--- config.mk ---
export PLATFORM = sky130hd
export DESIGN_NAME = i2s_clock_follower
export DESIGN_NICKNAME = d
export VERILOG_FILES = /design/src/rtl/i2s_clock_follower_pkg.sv /design/src/rtl/i2s_clock_follower_sync2.sv /design/src/rtl/i2s_clock_follower.sv
export SDC_FILE = /design/constraint.sdc
export NUM_CORES = 1
export LEC_CHECK = 0
export ABC_AREA = 1
export CORE_MARGIN = 2
export CORE_UTILIZATION = 61
export DETAILED_ROUTE_END_ITERATION = 6
export MAX_ROUTING_LAYER = met4
export PLACE_DENSITY = 0.84
export SLEW_MARGIN = 40
export SYNTH_ARGS = -nofsm -noshare
export SYNTH_HDL_FRONTEND = slang
export SYNTH_SLANG_ARGS = --single-unit
--- constraint.sdc ---
create_clock -name ck -period 3.5 [get_ports ck]
set_input_delay 0.35 -clock ck [delete_from_list [all_inputs] [get_ports ck]]
set_output_delay 0.35 -clock ck [all_outputs]
set_load 0.05 [all_outputs]
--- src/rtl/i2s_clock_follower_pkg.sv ---
// Shared I2S constants and the clock-follower state encoding.
// The frame constants are common to the clock generator, the follower and
// the rx/tx blocks, so they live here rather than in any one module.
package i2s_clock_follower_pkg;

    localparam int I2S_FRAME_BITS = 64;
    localparam int I2S_HALF_BITS  = 32;
    localparam int I2S_POSN_W     = 6;

    // Last bit of the frame and last bit of the left half: the pre-update
    // positions at which a well-formed WS fall / WS rise is sampled.
    localparam logic [I2S_POSN_W-1:0] POSN_LAST      = I2S_POSN_W'(I2S_FRAME_BITS - 1);
    localparam logic [I2S_POSN_W-1:0] POSN_HALF_LAST = I2S_POSN_W'(I2S_HALF_BITS - 1);

    typedef enum logic [1:0] {
        ST_HUNT   = 2'd0,
        ST_COUNT  = 2'd1,
        ST_LOCKED = 2'd2
    } follower_state_e;

endpackage

--- src/rtl/i2s_clock_follower_sync2.sv ---
// Generic two-flop synchroniser for a single asynchronous input.
// Ports:
//   ck    - destination clock
//   rst   - asynchronous reset, active-high (both flops clear to 0)
//   d_in  - asynchronous input
//   d_out - synchronised output (second flop)
module i2s_clock_follower_sync2 (
    input  logic ck,
    input  logic rst,
    input  logic d_in,
    output logic d_out
);

    logic meta_d, meta_q;
    logic sync_d, sync_q;

    always_comb begin
        meta_d = d_in;
        sync_d = meta_q;
    end

    // NOTE: sequential state uses non-blocking (<=) so every flop samples the
    // pre-edge value; blocking here would collapse the chain into one flop.
    always_ff @(posedge ck or posedge rst) begin
        if (rst) begin
            meta_q <= 1'b0;
            sync_q <= 1'b0;
        end else begin
            meta_q <= meta_d;
            sync_q <= sync_d;
        end
    end

    assign d_out = sync_q;

endmodule

--- src/rtl/i2s_clock_follower.sv ---
// I2S clock follower: slave-side replacement for the I2S clock generator.
// Synchronises an externally driven SCK/WS pair into the ck domain, pulses
// en once per SCK rising edge, tracks the bit position in the 64-bit frame
// and verifies frame structure before asserting locked.
// Ports:
//   ck, rst     - system clock, asynchronous active-high reset
//   sck_in      - external bit clock (asynchronous)
//   ws_in       - external word select (asynchronous)
//   en          - one-ck pulse per detected SCK rising edge
//   sck         - synchronised sck_in
//   ws          - WS sampled at the last SCK rising edge
//   frame_posn  - bit position, 0 = first bit clock after WS falls
//   locked      - frame structure verified
//   error       - one-ck pulse on framing violation or timeout while locked
module i2s_clock_follower
    import i2s_clock_follower_pkg::*;
#(
    parameter int LOCK_FRAMES = 2,
    parameter int TIMEOUT     = 256
) (
    input  logic                  ck,
    input  logic                  rst,
    input  logic                  sck_in,
    input  logic                  ws_in,
    output logic                  en,
    output logic                  sck,
    output logic                  ws,
    output logic [I2S_POSN_W-1:0] frame_posn,
    output logic                  locked,
    output logic                  error
);

    localparam int TMO_W  = $clog2(TIMEOUT + 1);
    localparam int GOOD_W = 4;
    localparam logic [TMO_W-1:0]  TMO_MAX  = TMO_W'(TIMEOUT);
    localparam logic [GOOD_W-1:0] LOCK_CNT = GOOD_W'(LOCK_FRAMES);

    logic sck_sync, ws_sync;

    i2s_clock_follower_sync2 u_sync_sck (.ck(ck), .rst(rst), .d_in(sck_in), .d_out(sck_sync));
    i2s_clock_follower_sync2 u_sync_ws  (.ck(ck), .rst(rst), .d_in(ws_in),  .d_out(ws_sync));

    logic                  sck_prev_d, sck_prev_q;
    logic                  en_d, en_q;
    logic                  ws_d, ws_q;
    logic [I2S_POSN_W-1:0] posn_d, posn_q;
    logic [TMO_W-1:0]      tmo_d, tmo_q;
    logic [GOOD_W-1:0]     good_d, good_q;
    logic                  locked_d, locked_q;
    logic                  error_d, error_q;
    follower_state_e       state_d, state_q;

    logic rise, ws_fall, ws_rise;
    logic [GOOD_W-1:0] good_inc;

    // WS edges compare the value captured at the previous SCK rise with the
    // value about to be captured; they are only meaningful when rise is high.
    assign rise     = sck_sync & ~sck_prev_q;
    assign ws_fall  = ws_q & ~ws_sync;
    assign ws_rise  = ~ws_q & ws_sync;
    assign good_inc = good_q + 1'b1;

    always_comb begin
        // NOTE: every signal gets a default before any branch so no path
        // leaves it unassigned, which would otherwise infer a latch.
        sck_prev_d = sck_sync;
        en_d       = rise;
        ws_d       = ws_q;
        posn_d     = posn_q;
        tmo_d      = tmo_q;
        good_d     = good_q;
        locked_d   = locked_q;
        error_d    = 1'b0;
        state_d    = state_q;

        if (rise) begin
            ws_d   = ws_sync;
            tmo_d  = '0;
            posn_d = ws_fall ? '0 : posn_q + 1'b1;

            unique case (state_q)
                ST_HUNT: begin
                    good_d   = '0;
                    locked_d = 1'b0;
                    if (ws_fall) state_d = ST_COUNT;
                end
                ST_COUNT: begin
                    if (ws_fall) begin
                        if (posn_q == POSN_LAST) begin
                            good_d = good_inc;
                            if (good_inc == LOCK_CNT) begin
                                state_d  = ST_LOCKED;
                                locked_d = 1'b1;
                            end
                        end else begin
                            good_d = '0;
                        end
                    end else if (ws_rise && posn_q != POSN_HALF_LAST) begin
                        good_d = '0;
                    end
                end
                ST_LOCKED: begin
                    if ((ws_fall && posn_q != POSN_LAST) ||
                        (ws_rise && posn_q != POSN_HALF_LAST)) begin
                        error_d  = 1'b1;
                        locked_d = 1'b0;
                        good_d   = '0;
                        state_d  = ST_COUNT;
                    end
                end
                default: state_d = ST_HUNT;
            endcase
        end else if (tmo_q != TMO_MAX) begin
            // Saturating counter: the timeout action fires once, on the
            // cycle the count reaches TIMEOUT.
            tmo_d = tmo_q + 1'b1;
            if (tmo_d == TMO_MAX) begin
                state_d  = ST_HUNT;
                good_d   = '0;
                locked_d = 1'b0;
                error_d  = locked_q;
            end
        end
    end

    always_ff @(posedge ck or posedge rst) begin
        if (rst) begin
            sck_prev_q <= 1'b0;
            en_q       <= 1'b0;
            ws_q       <= 1'b0;
            posn_q     <= '0;
            tmo_q      <= '0;
            good_q     <= '0;
            locked_q   <= 1'b0;
            error_q    <= 1'b0;
            state_q    <= ST_HUNT;
        end else begin
            sck_prev_q <= sck_prev_d;
            en_q       <= en_d;
            ws_q       <= ws_d;
            posn_q     <= posn_d;
            tmo_q      <= tmo_d;
            good_q     <= good_d;
            locked_q   <= locked_d;
            error_q    <= error_d;
            state_q    <= state_d;
        end
    end

    assign en         = en_q;
    assign sck        = sck_sync;
    assign ws         = ws_q;
    assign frame_posn = posn_q;
    assign locked     = locked_q;
    assign error      = error_q;

endmodule

==> results.yml, run 1 <==
placed_design:
  dp_hpwl_um: 2550
  port_buffers: 14
  place_congestion: 0.881
grt:
  grt_max_degree: 31
  first_global_vias: 1408
  grt_overflow: 0
  antenna_found_initial: 0
  grt_first_pass_wirelength_um: 6000
  grt_usage_pct: 25.2
critical_path:
  crit_path_end_kind: "primary output"
  cpMaxStageDelayCell: "clkdlybuf4s50_1"
  cp_cell_sequence: "clkdlybuf4s50_1"
  ff2ff_path_depth: 9
  critical_path_class: "flop to primary output"
  cp.arrival_ns: 1.63
  r2r_setup_slack_ns: 1.59
  max_stage_delay_ns: 0.85
  startpoint_type: "flop"
  crit_fanout: 6
  worstReg2RegEnd: "locked$_DFFE_PP0P_"
  rr_startpoint: "u_sync_sck.d_out$_DFF_PP0_"
  path_buf_inv: 1
  worstPathRequired_ns: 3.15
  cp_top_family: "buffers and inverters"
synthesis:
  synth_xor_area_share_pct: 1.04
  avgSynthCellArea_um2: 8.16
  yosysSeqAreaShare_pct: 44.6
  synthDistinctLibCells: 29
  ys.flop_type: "dfrtp_1"
  synthAdderAreaFrac_pct: 6.70
  synth_edf_count: 0
  ys_seq_elements: 30
  synth-simple-area-share_pct: 32.3
  synth_most_common_cell: "nand2_1"
  syn_inst: 206
  async_reset_ff_share_pct: 100
  ys_warn_count: 0
  synth_largest_area_cell: "dfrtp_1"
  muxShareOfSynthArea_pct: 0
  synthTopCellsByArea: "dfrtp_1 45%, nand2_1 9.6%, ha_1 6.7%, inv_1 5.1%, nor2_1 4.5%"
  syn-num-nets: 219
  synth_common_cells: "43 x nand2_1, 30 x dfrtp_1, 23 x inv_1, 20 x nor2_1, 14 x nand3_1"
  syn_area_um2: 1680
  synth-compound-area-share_pct: 8.26
  synth_top_family_by_area: "simple AND/OR/NAND/NOR gates"
  synth_top_area_share_pct: 44.6
timing:
  worst_slew_pin_slew_ns: 0.600
  finalSetupViolCount: 0
  fin_hold_ws_ns: 0.361
  rsz0062_at_grt: "no"
  fin_crit_sh_pct: 56.5
  clock_skew_ns: 0.0101
  relSlewSlack_pct: 59.9
  fmax_mhz: 506
  slew_violations: 0
  finalCriticalPeriod_ns: 1.98
  tns_ns: 0
  final-hold-violation-count: 0
die:
  core_um2: 2690
  start_util_pct: 62.6
  die_h_um: 56.5
  die-area_um2: 3190
  io-pin-count: 15
  die_width_um: 56.5
  rows: 19
finish:
  fin_nets: 238
  syn_to_final_growth_pct: 13.8
  diodes: 0
  nFillCells: 219
  drive_above_1_share_pct: 14.2
clock_network:
  clockRootBuffer: "clkbuf_4"
  clock_path_buffers: 2
  cts_made_buffers: 5
  hold_buffers: 0
  insertion_delay_ns: 0.33
  cts_tree: "built"
  cts_sinks: 30
  cts-resized-gates: 0
  cts_max_level: 2
  cts.reportedPaths.clkPinSlew_ns: 0.08
  postCtsSetupRepairBufs: 0
run_status:
  status: "completed"
route:
  num_vias: 1419
  wl_um: 3360
  vias_per_cell: 5.52
  drtIter0Drc: 86
  drtPass1Iterations: 4
  drc: 0
  antenna_left: 0
  routedWlPerCell_um: 13.1
power:
  p_leak_nw: 0.881
  ir_drop_mv: 0.386
  power.total_mw: 0.910
  power.density_nw_per_um2: 476
hold_path:
  hold-path-endpoint: "u_sync_ws.d_out$_DFF_PP0_"
  min_path_type: "flop to flop"
  min-delay-start: "u_sync_ws.meta_q$_DFF_PP0_"
  whs_path_depth: 0
flow_run:
  maxCapViolations: 0
==> cells by family (layout without fill, tap and decap cells) <==
| kind of cell | Yosys count | count (layout) |
|---|---|---|
| adder cells (fa/ha/maj) | 9 | 9 |
| AND/OR/NAND/NOR | 109 | 109 |
| flip-flops | 30 | 30 |
| XOR/XNOR | 2 | 2 |
| AO/OA/AOI/OAI | 25 | 25 |
| buffers and inverters | 31 | 51 |
==> state kept, by name, summed over array words and instances (netlist names) <==
name               flops
ws                     1
good_q                 4
u_sync_sck.d_out       1
en                     1
locked                 1
u_sync_ws.d_out        1
state_q                2
sck_prev_q             1
frame_posn             6
tmo_q                  9
u_sync_sck.meta_q      1
u_sync_ws.meta_q       1
error                  1
==> area by class of cell <==
cell class / instances / area, um2 / share of cell area [%]
flip-flops and latches: 30 / 751 / 39.2
clock buffers: 7 / 55.1 / 2.88
repair buffers: 14 / 140 / 7.33
inverters: 29 / 111 / 5.82
clock inverters: 1 / 5.00 / 0.262
well taps: 31 / 38.8 / 2.03
multi-input cells: 145 / 812 / 42.4
==> worst max-delay path by stage <==
stage	from	end	slack [ns]	cells after the start
after floorplan	frame_posn[0]$_DFFE_PP0P_	good_q[0]$_DFFE_PP0P_	1.64	10
after global placement	u_sync_sck.d_out$_DFF_PP0_	locked$_DFFE_PP0P_	1.70	9
after detailed placement	u_sync_sck.d_out$_DFF_PP0_	locked$_DFFE_PP0P_	1.58	9
after CTS	frame_posn[4]$_DFFE_PP0P_	frame_posn[4]	1.52	1
after global routing	u_sync_sck.d_out$_DFF_PP0_	locked$_DFFE_PP0P_	1.36	9
final	frame_posn[4]$_DFFE_PP0P_	frame_posn[4]	1.52	1
==> cells in the final DEF, fill, tap and decap left out, types with 2 or more instances in the layout <==
| cell | synthesis | routed |
|---|---|---|
| xor2_1 | 2 | 2 |
| o21ai_0 | 3 | 3 |
| inv_1 | 23 | 22 |
| o21ai_1 | 6 | 6 |
| o22ai_1 | 2 | 2 |
| nand3_2 | 5 | 5 |
| clkdlybuf4s50_1 | 0 | 14 |
| clkbuf_4 | 0 | 5 |
| nor2_1 | 20 | 20 |
| nand3_1 | 14 | 14 |
| ha_1 | 9 | 9 |
| nand4_1 | 7 | 7 |
| nand2_1 | 43 | 43 |
| nand2_2 | 5 | 5 |
| nor2_2 | 5 | 5 |
| inv_2 | 4 | 5 |
| a21oi_1 | 11 | 11 |
| nor3_1 | 4 | 4 |
| dfrtp_1 | 30 | 30 |
==> metal layers <==
layer / vias up / routed length, um / track usage [%]
li1: 710 / - / -
met2: 37 / 1660 / 39.2
met3: 9 / 142 / 6.91
met1: 663 / 1500 / 31.2
met5: - / 0 / -
met4: 0 / 60 / 10.2
==> per-stage QoR <==
stage	setup slack [ns]	cells	area (um2)	util, %
2_1_floorplan	1.64	206	1680	-
3_5_place_dp	1.58	249	1850	69.0
4_1_cts	1.52	257	1910	71.2
5_1_grt	1.36	257	1910	71.2
6_report	1.52	257	1910	71.2
3_3_place_gp	1.70	249	1850	69.0
==> power by group <==
part / leakage, nW / switching [mW] / total (mW) / internal, mW
clock network: 0.0353 / 0.116 / 0.213 / 0.0972
logic: 0.451 / 0.175 / 0.266 / 0.0904
registers: 0.395 / 0.0453 / 0.432 / 0.387
total: 0.881 / 0.336 / 0.910 / 0.574
(Power assumes the default switching activity.)
==> inputs of run 2 (changes only) <==
Settings changed: CORE_UTILIZATION 61 to 56, PLACE_DENSITY 0.84 to 0.78.
Clock period 3.5 ns to 1.9 ns, I/O delays scaled along.
==> run 2 against run 1 <==
Against the previous run:
- the flow now finishes with violations (design-rule violations)
- sequential cell count unchanged
- final cell count up 1.6%
- non-clock buffer count up 4
- setup slack worse by 1.4 ns
- highest routed layer unchanged
==> results.yml, run 2 (synthesis results as in run 1) <==
route:
  antenna_left: 0
  drc: 1
  wl_um: 3430
  routedWlPerCell_um: 13.1
  num_vias: 1421
  vias_per_cell: 5.44
  drtPass1Iterations: 6
  drtIter0Drc: 55
die:
  die_width_um: 58.8
  rows: 19
  die-area_um2: 3460
  die_h_um: 58.8
  io-pin-count: 15
  core_um2: 2810
  start_util_pct: 59.9
clock_network:
  cts_tree: "built"
  cts.reportedPaths.clkPinSlew_ns: 0.11
  clock_path_buffers: 2
  cts_max_level: 2
  cts_sinks: 30
  insertion_delay_ns: 0.34
  clockRootBuffer: "clkbuf_4"
  cts_made_buffers: 5
finish:
  top_register: "tmo_q"
  syn_to_final_growth_pct: 16.1
  drive_above_1_share_pct: 15.7
  final_cell_mix: "43 x nand2_1, 30 x dfrtp_1, 23 x inv_1, 20 x nor2_1"
  final_core_utilization_pct: 69.6
  fin_nets: 242
  diodes: 0
  largest_reg_flops: 9
  mostFrequentLayoutCell: "nand2_1"
power:
  ir_drop_mv: 0.690
  p_seq_share_pct: 45.9
  p_int_mw: 1.07
  power.total_mw: 1.73
  p_leak_nw: 0.901
  power.density_nw_per_um2: 887
  switching_share_pct: 38.1
  clockPowerShare_pct: 24.7
  power_frac_comb_pct: 29.4
  p_sw_mw: 0.659
flow_run:
  maxCapViolations: 0
timing:
  final-hold-violation-count: 0
  finalCriticalPeriod_ns: 1.81
  fin_crit_sh_pct: 95.2
  worst_slew_pin_slew_ns: 0.497
  slew_violations: 0
  finalSetupViolCount: 0
  fin_hold_ws_ns: 0.198
  clock_skew_ns: 0.00968
  tns_ns: 0
  relSlewSlack_pct: 66.8
  fmax_mhz: 553
  rsz0062_at_grt: "no"
critical_path:
  crit_fanout: 6
  worstPathRequired_ns: 1.71
  max_stage_delay_ns: 0.84
  cpMaxStageDelayCell: "clkdlybuf4s50_1"
  path_buf_inv: 1
  cp_top_family: "buffers and inverters"
  startpoint_type: "flop"
  cp_cell_sequence: "clkdlybuf4s50_1"
  critical_path_class: "flop to primary output"
  cp.arrival_ns: 1.62
  crit_path_end_kind: "primary output"
placed_design:
  dp_hpwl_um: 2490
  port_buffers: 14
  place_congestion: 0.893
grt:
  grt_max_degree: 31
  grt_usage_pct: 24.8
  antenna_found_initial: 0
  grt_first_pass_wirelength_um: 6220
  first_global_vias: 1492
  grt_overflow: 0
run_status:
  violations: "design-rule violations"
  status: "complete, but fails checks"
hold_path:
  min_path_type: "input port to async pin"
run 2: worst min-delay path: stages:
cell             delay (ns)
clkdlybuf4s50_1        0.39
inv_1                  0.05
buf_4                  0.33
run 2: path summary, 6_finish.rpt:
kind | slack (ns) | endpoint | start | cells after the start
worst min register to register | 0.36 | u_sync_sck.d_out$_DFF_PP0_ | u_sync_sck.meta_q$_DFF_PP0_ | 0
worst min-delay path | 0.20 | tmo_q[3]$_DFFE_PP0P_ | rst | 3
min in group ck | 0.29 | u_sync_ws.meta_q$_DFF_PP0_ | ws_in | 1
worst max-delay path | 0.09 | frame_posn[4] | frame_posn[4]$_DFFE_PP0P_ | 1
worst max register to register | 0.17 | good_q[2]$_DFFE_PP0P_ | frame_posn[0]$_DFFE_PP0P_ | 10
max in group asynchronous | 1.42 | en$_DFF_PP0_ | rst | 3
run 2: final cells by class:
class                      instances  area, um2
fill                             243        853
multi-input combinational        145        817
sequential                        30        751
timing repair buffer              18        170
inverter                          29        111
clock buffer                       6       51.3
tap                               31       38.8
clock inverter                     2       12.5
run 2: power by group through the flow:
stage | clock network, mW | registers [mW] | logic, mW
global route | 0.457 | 0.807 | 0.564
CTS | 0.436 | 0.800 | 0.487
global placement | 0 | 0.803 | 0.473
detailed placement | 0 | 0.810 | 0.485
finish | 0.427 | 0.794 | 0.510
floorplan | 0 | 0.918 | 0.228
run 2: metrics by stage:
| stage | instances | setup WS [ns] | area [um2] |
|---|---|---|---|
| 2_1_floorplan | 206 | 0.0356 | 1680 |
| 3_3_place_gp | 251 | 0.250 | 1870 |
| 3_5_place_dp | 251 | 0.172 | 1870 |
| 4_1_cts | 259 | 0.0824 | 1930 |
| 5_1_grt | 261 | 0.0197 | 1950 |
| 6_report | 261 | 0.0920 | 1950 |
run 2: repair_timing:
item / in CTS / in global routing
buffers inserted: 0 / 2
hold buffers: 0 / 0
resized for setup: 0 / 1
endpoints found under the setup margin: 0 / 6
run 2: layer usage:
| layer | routed length (um) | GRT usage, % | vias to the layer above |
|---|---|---|---|
| li1 | - | - | 718 |
| met1 | 1540 | 28.6 | 645 |
| met5 | 0 | - | - |
| met4 | 91 | 12.0 | 0 |
| met2 | 1620 | 39.8 | 50 |
| met3 | 175 | 6.59 | 8 |
==> inputs of run 3 (changes only) <==
Settings changed: CORE_UTILIZATION 56 to 55, CTS_CLUSTER_SIZE set to 10, PLACE_DENSITY 0.78 to 0.77.
==> run 3 against run 2 <==
Against the previous run:
- the flow now finishes without violations
- sequential power about the same
- global-route usage decreased by 2.0 points
- cell area decreased by 0.13%
- setup slack got worse by 0.012 ns
- final cell count increased by 0.38%
- largest cell class unchanged
==> results.yml, run 3 (synthesis results as in run 1) <==
run_status:
  status: "completed"
die:
  die_h_um: 59.3
  start_util_pct: 56.5
  io-pin-count: 15
  die_width_um: 59.3
  rows: 20
  core_um2: 2980
  die-area_um2: 3520
clock_network:
  cts_made_buffers: 5
  cts_tree: "built"
  cts.reportedPaths.clkPinSlew_ns: 0.11
  clockRootBuffer: "clkbuf_4"
  insertion_delay_ns: 0.34
  cts_sinks: 30
  clock_path_buffers: 2
  hold_buffers: 0
  cts_max_level: 2
timing:
  fin_crit_sh_pct: 95.8
  tns_ns: 0
  worst_slew_pin_slew_ns: 0.497
  fin_hold_ws_ns: 0.209
  finalCriticalPeriod_ns: 1.82
  finalSetupViolCount: 0
  final-hold-violation-count: 0
  fmax_mhz: 550
  rsz0062_at_grt: "no"
  timing.final.ws_setup_ns: 0.0804
  slew_violations: 0
  clock_skew_ns: 0.0183
  relSlewSlack_pct: 66.8
finish:
  layout.area.seq_um2: 751
  largest_reg_flops: 9
  drive_above_1_share_pct: 15.3
  mostFrequentLayoutCell: "nand2_1"
  multi_input_area_um2: 820
  final_cell_mix: "43 x nand2_1, 30 x dfrtp_1, 23 x inv_1, 20 x nor2_1"
  top_register: "tmo_q"
  diodes: 0
  syn_to_final_growth_pct: 15.9
  final_core_utilization_pct: 65.5
  fin_nets: 241
  nFillCells: 246
placed_design:
  place_ws_ns: 0.187
  port_buffers: 14
  place_congestion: 0.872
  dp_hpwl_um: 2420
critical_path:
  crit_path_end_kind: "primary output"
  cp_num_cells: 1
  crit_fanout: 6
  cp_cell_sequence: "clkdlybuf4s50_1"
  r2r_setup_slack_ns: 0.18
  cpMaxStageDelayCell: "clkdlybuf4s50_1"
  path_buf_inv: 1
  max_stage_delay_ns: 0.84
  cp_top_family: "buffers and inverters"
  rr_startpoint: "tmo_q[0]$_DFFE_PP0P_"
  critical_path_class: "flop to primary output"
  worstPathRequired_ns: 1.71
  cp.arrival_ns: 1.63
  startpoint_type: "flop"
  worstReg2RegEnd: "state_q[1]$_DFFE_PP0P_"
  ff2ff_path_depth: 11
grt:
  grt_max_degree: 31
  grt_usage_pct: 22.8
  grt_overflow: 0
  first_global_vias: 1377
  antenna_found_initial: 0
  grt_first_pass_wirelength_um: 5800
power:
  power_frac_comb_pct: 29.1
  p_int_mw: 1.06
  ir_drop_mv: 0.522
  power.total_mw: 1.69
  p_seq_share_pct: 47.1
  power.density_nw_per_um2: 867
  clockPowerShare_pct: 23.7
  switching_share_pct: 37.1
  p_leak_nw: 0.897
  p_sw_mw: 0.628
route:
  met1Wirelength_um: 1450
  wl_um: 3240
  vias_per_cell: 5.39
  drc: 0
  drtPass1Iterations: 4
  drtIter0Drc: 36
  routedWlPerCell_um: 12.3
  dr_wl_met3_um: 161
  wl_met2_um: 1560
  num_vias: 1413
  route.top_layer_used: "met4"
  antenna_left: 0
hold_path:
  min_path_type: "input port to async pin"
flow_run:
  maxCapViolations: 0
-- run 3: cell types whose count changed in the layout (fill, tap and decap cells not counted), sizes merged --
cell and delta:
buf -1
-- run 3: worst max-delay path by stage --
stage / from / endpoint / slack (ns)
after floorplan: frame_posn[0]$_DFFE_PP0P_ / good_q[0]$_DFFE_PP0P_ / 0.04
after global placement: tmo_q[1]$_DFFE_PP0P_ / good_q[0]$_DFFE_PP0P_ / 0.23
after detailed placement: tmo_q[1]$_DFFE_PP0P_ / state_q[1]$_DFFE_PP0P_ / 0.19
after CTS: frame_posn[4]$_DFFE_PP0P_ / frame_posn[4] / 0.07
after global routing: tmo_q[0]$_DFFE_PP0P_ / state_q[1]$_DFFE_PP0P_ / 0.0005
final: frame_posn[4]$_DFFE_PP0P_ / frame_posn[4] / 0.08
-- run 3: worst min-delay path, stage by stage --
cell             delay, ns
clkdlybuf4s50_1       0.39
inv_1                 0.05
buf_4                 0.34
-- run 3: final cells by class --
type	instances	area share [%]
clock buffers	6	2.63
inverters	29	5.71
multi-input cells	145	42.0
flip-flops and latches	30	38.5
repair buffers	17	8.34
well taps	33	2.12
clock inverters	2	0.642
-- run 3: layer usage --
| metal | global-route usage, % | vias up |
|---|---|---|
| met1 | 27.1 | 651 |
| li1 | - | 713 |
| met4 | 10.7 | 0 |
| met3 | 5.90 | 7 |
| met2 | 35.9 | 42 |
| met5 | - | - |
-- run 3: power groups by stage --
stage	Combinational [mW]	Sequential, mW	Clock, mW
after floorplan	0.228	0.918	0
after global placement	0.474	0.803	0
after detailed placement	0.487	0.810	0
after CTS	0.491	0.797	0.413
after global routing	0.547	0.810	0.439
final	0.492	0.796	0.401
-- run 3: through the flow --
stage          area, um2  instances
2_1_floorplan       1680        206
3_3_place_gp        1870        253
3_5_place_dp        1870        253
4_1_cts             1930        261
5_1_grt             1950        262
6_report            1950        262
-- run 3: timing repair --
action	4_1_cts	5_1_grt
endpoints found under the setup margin	0	4
setup buffers	0	1
gates resized for setup	0	1
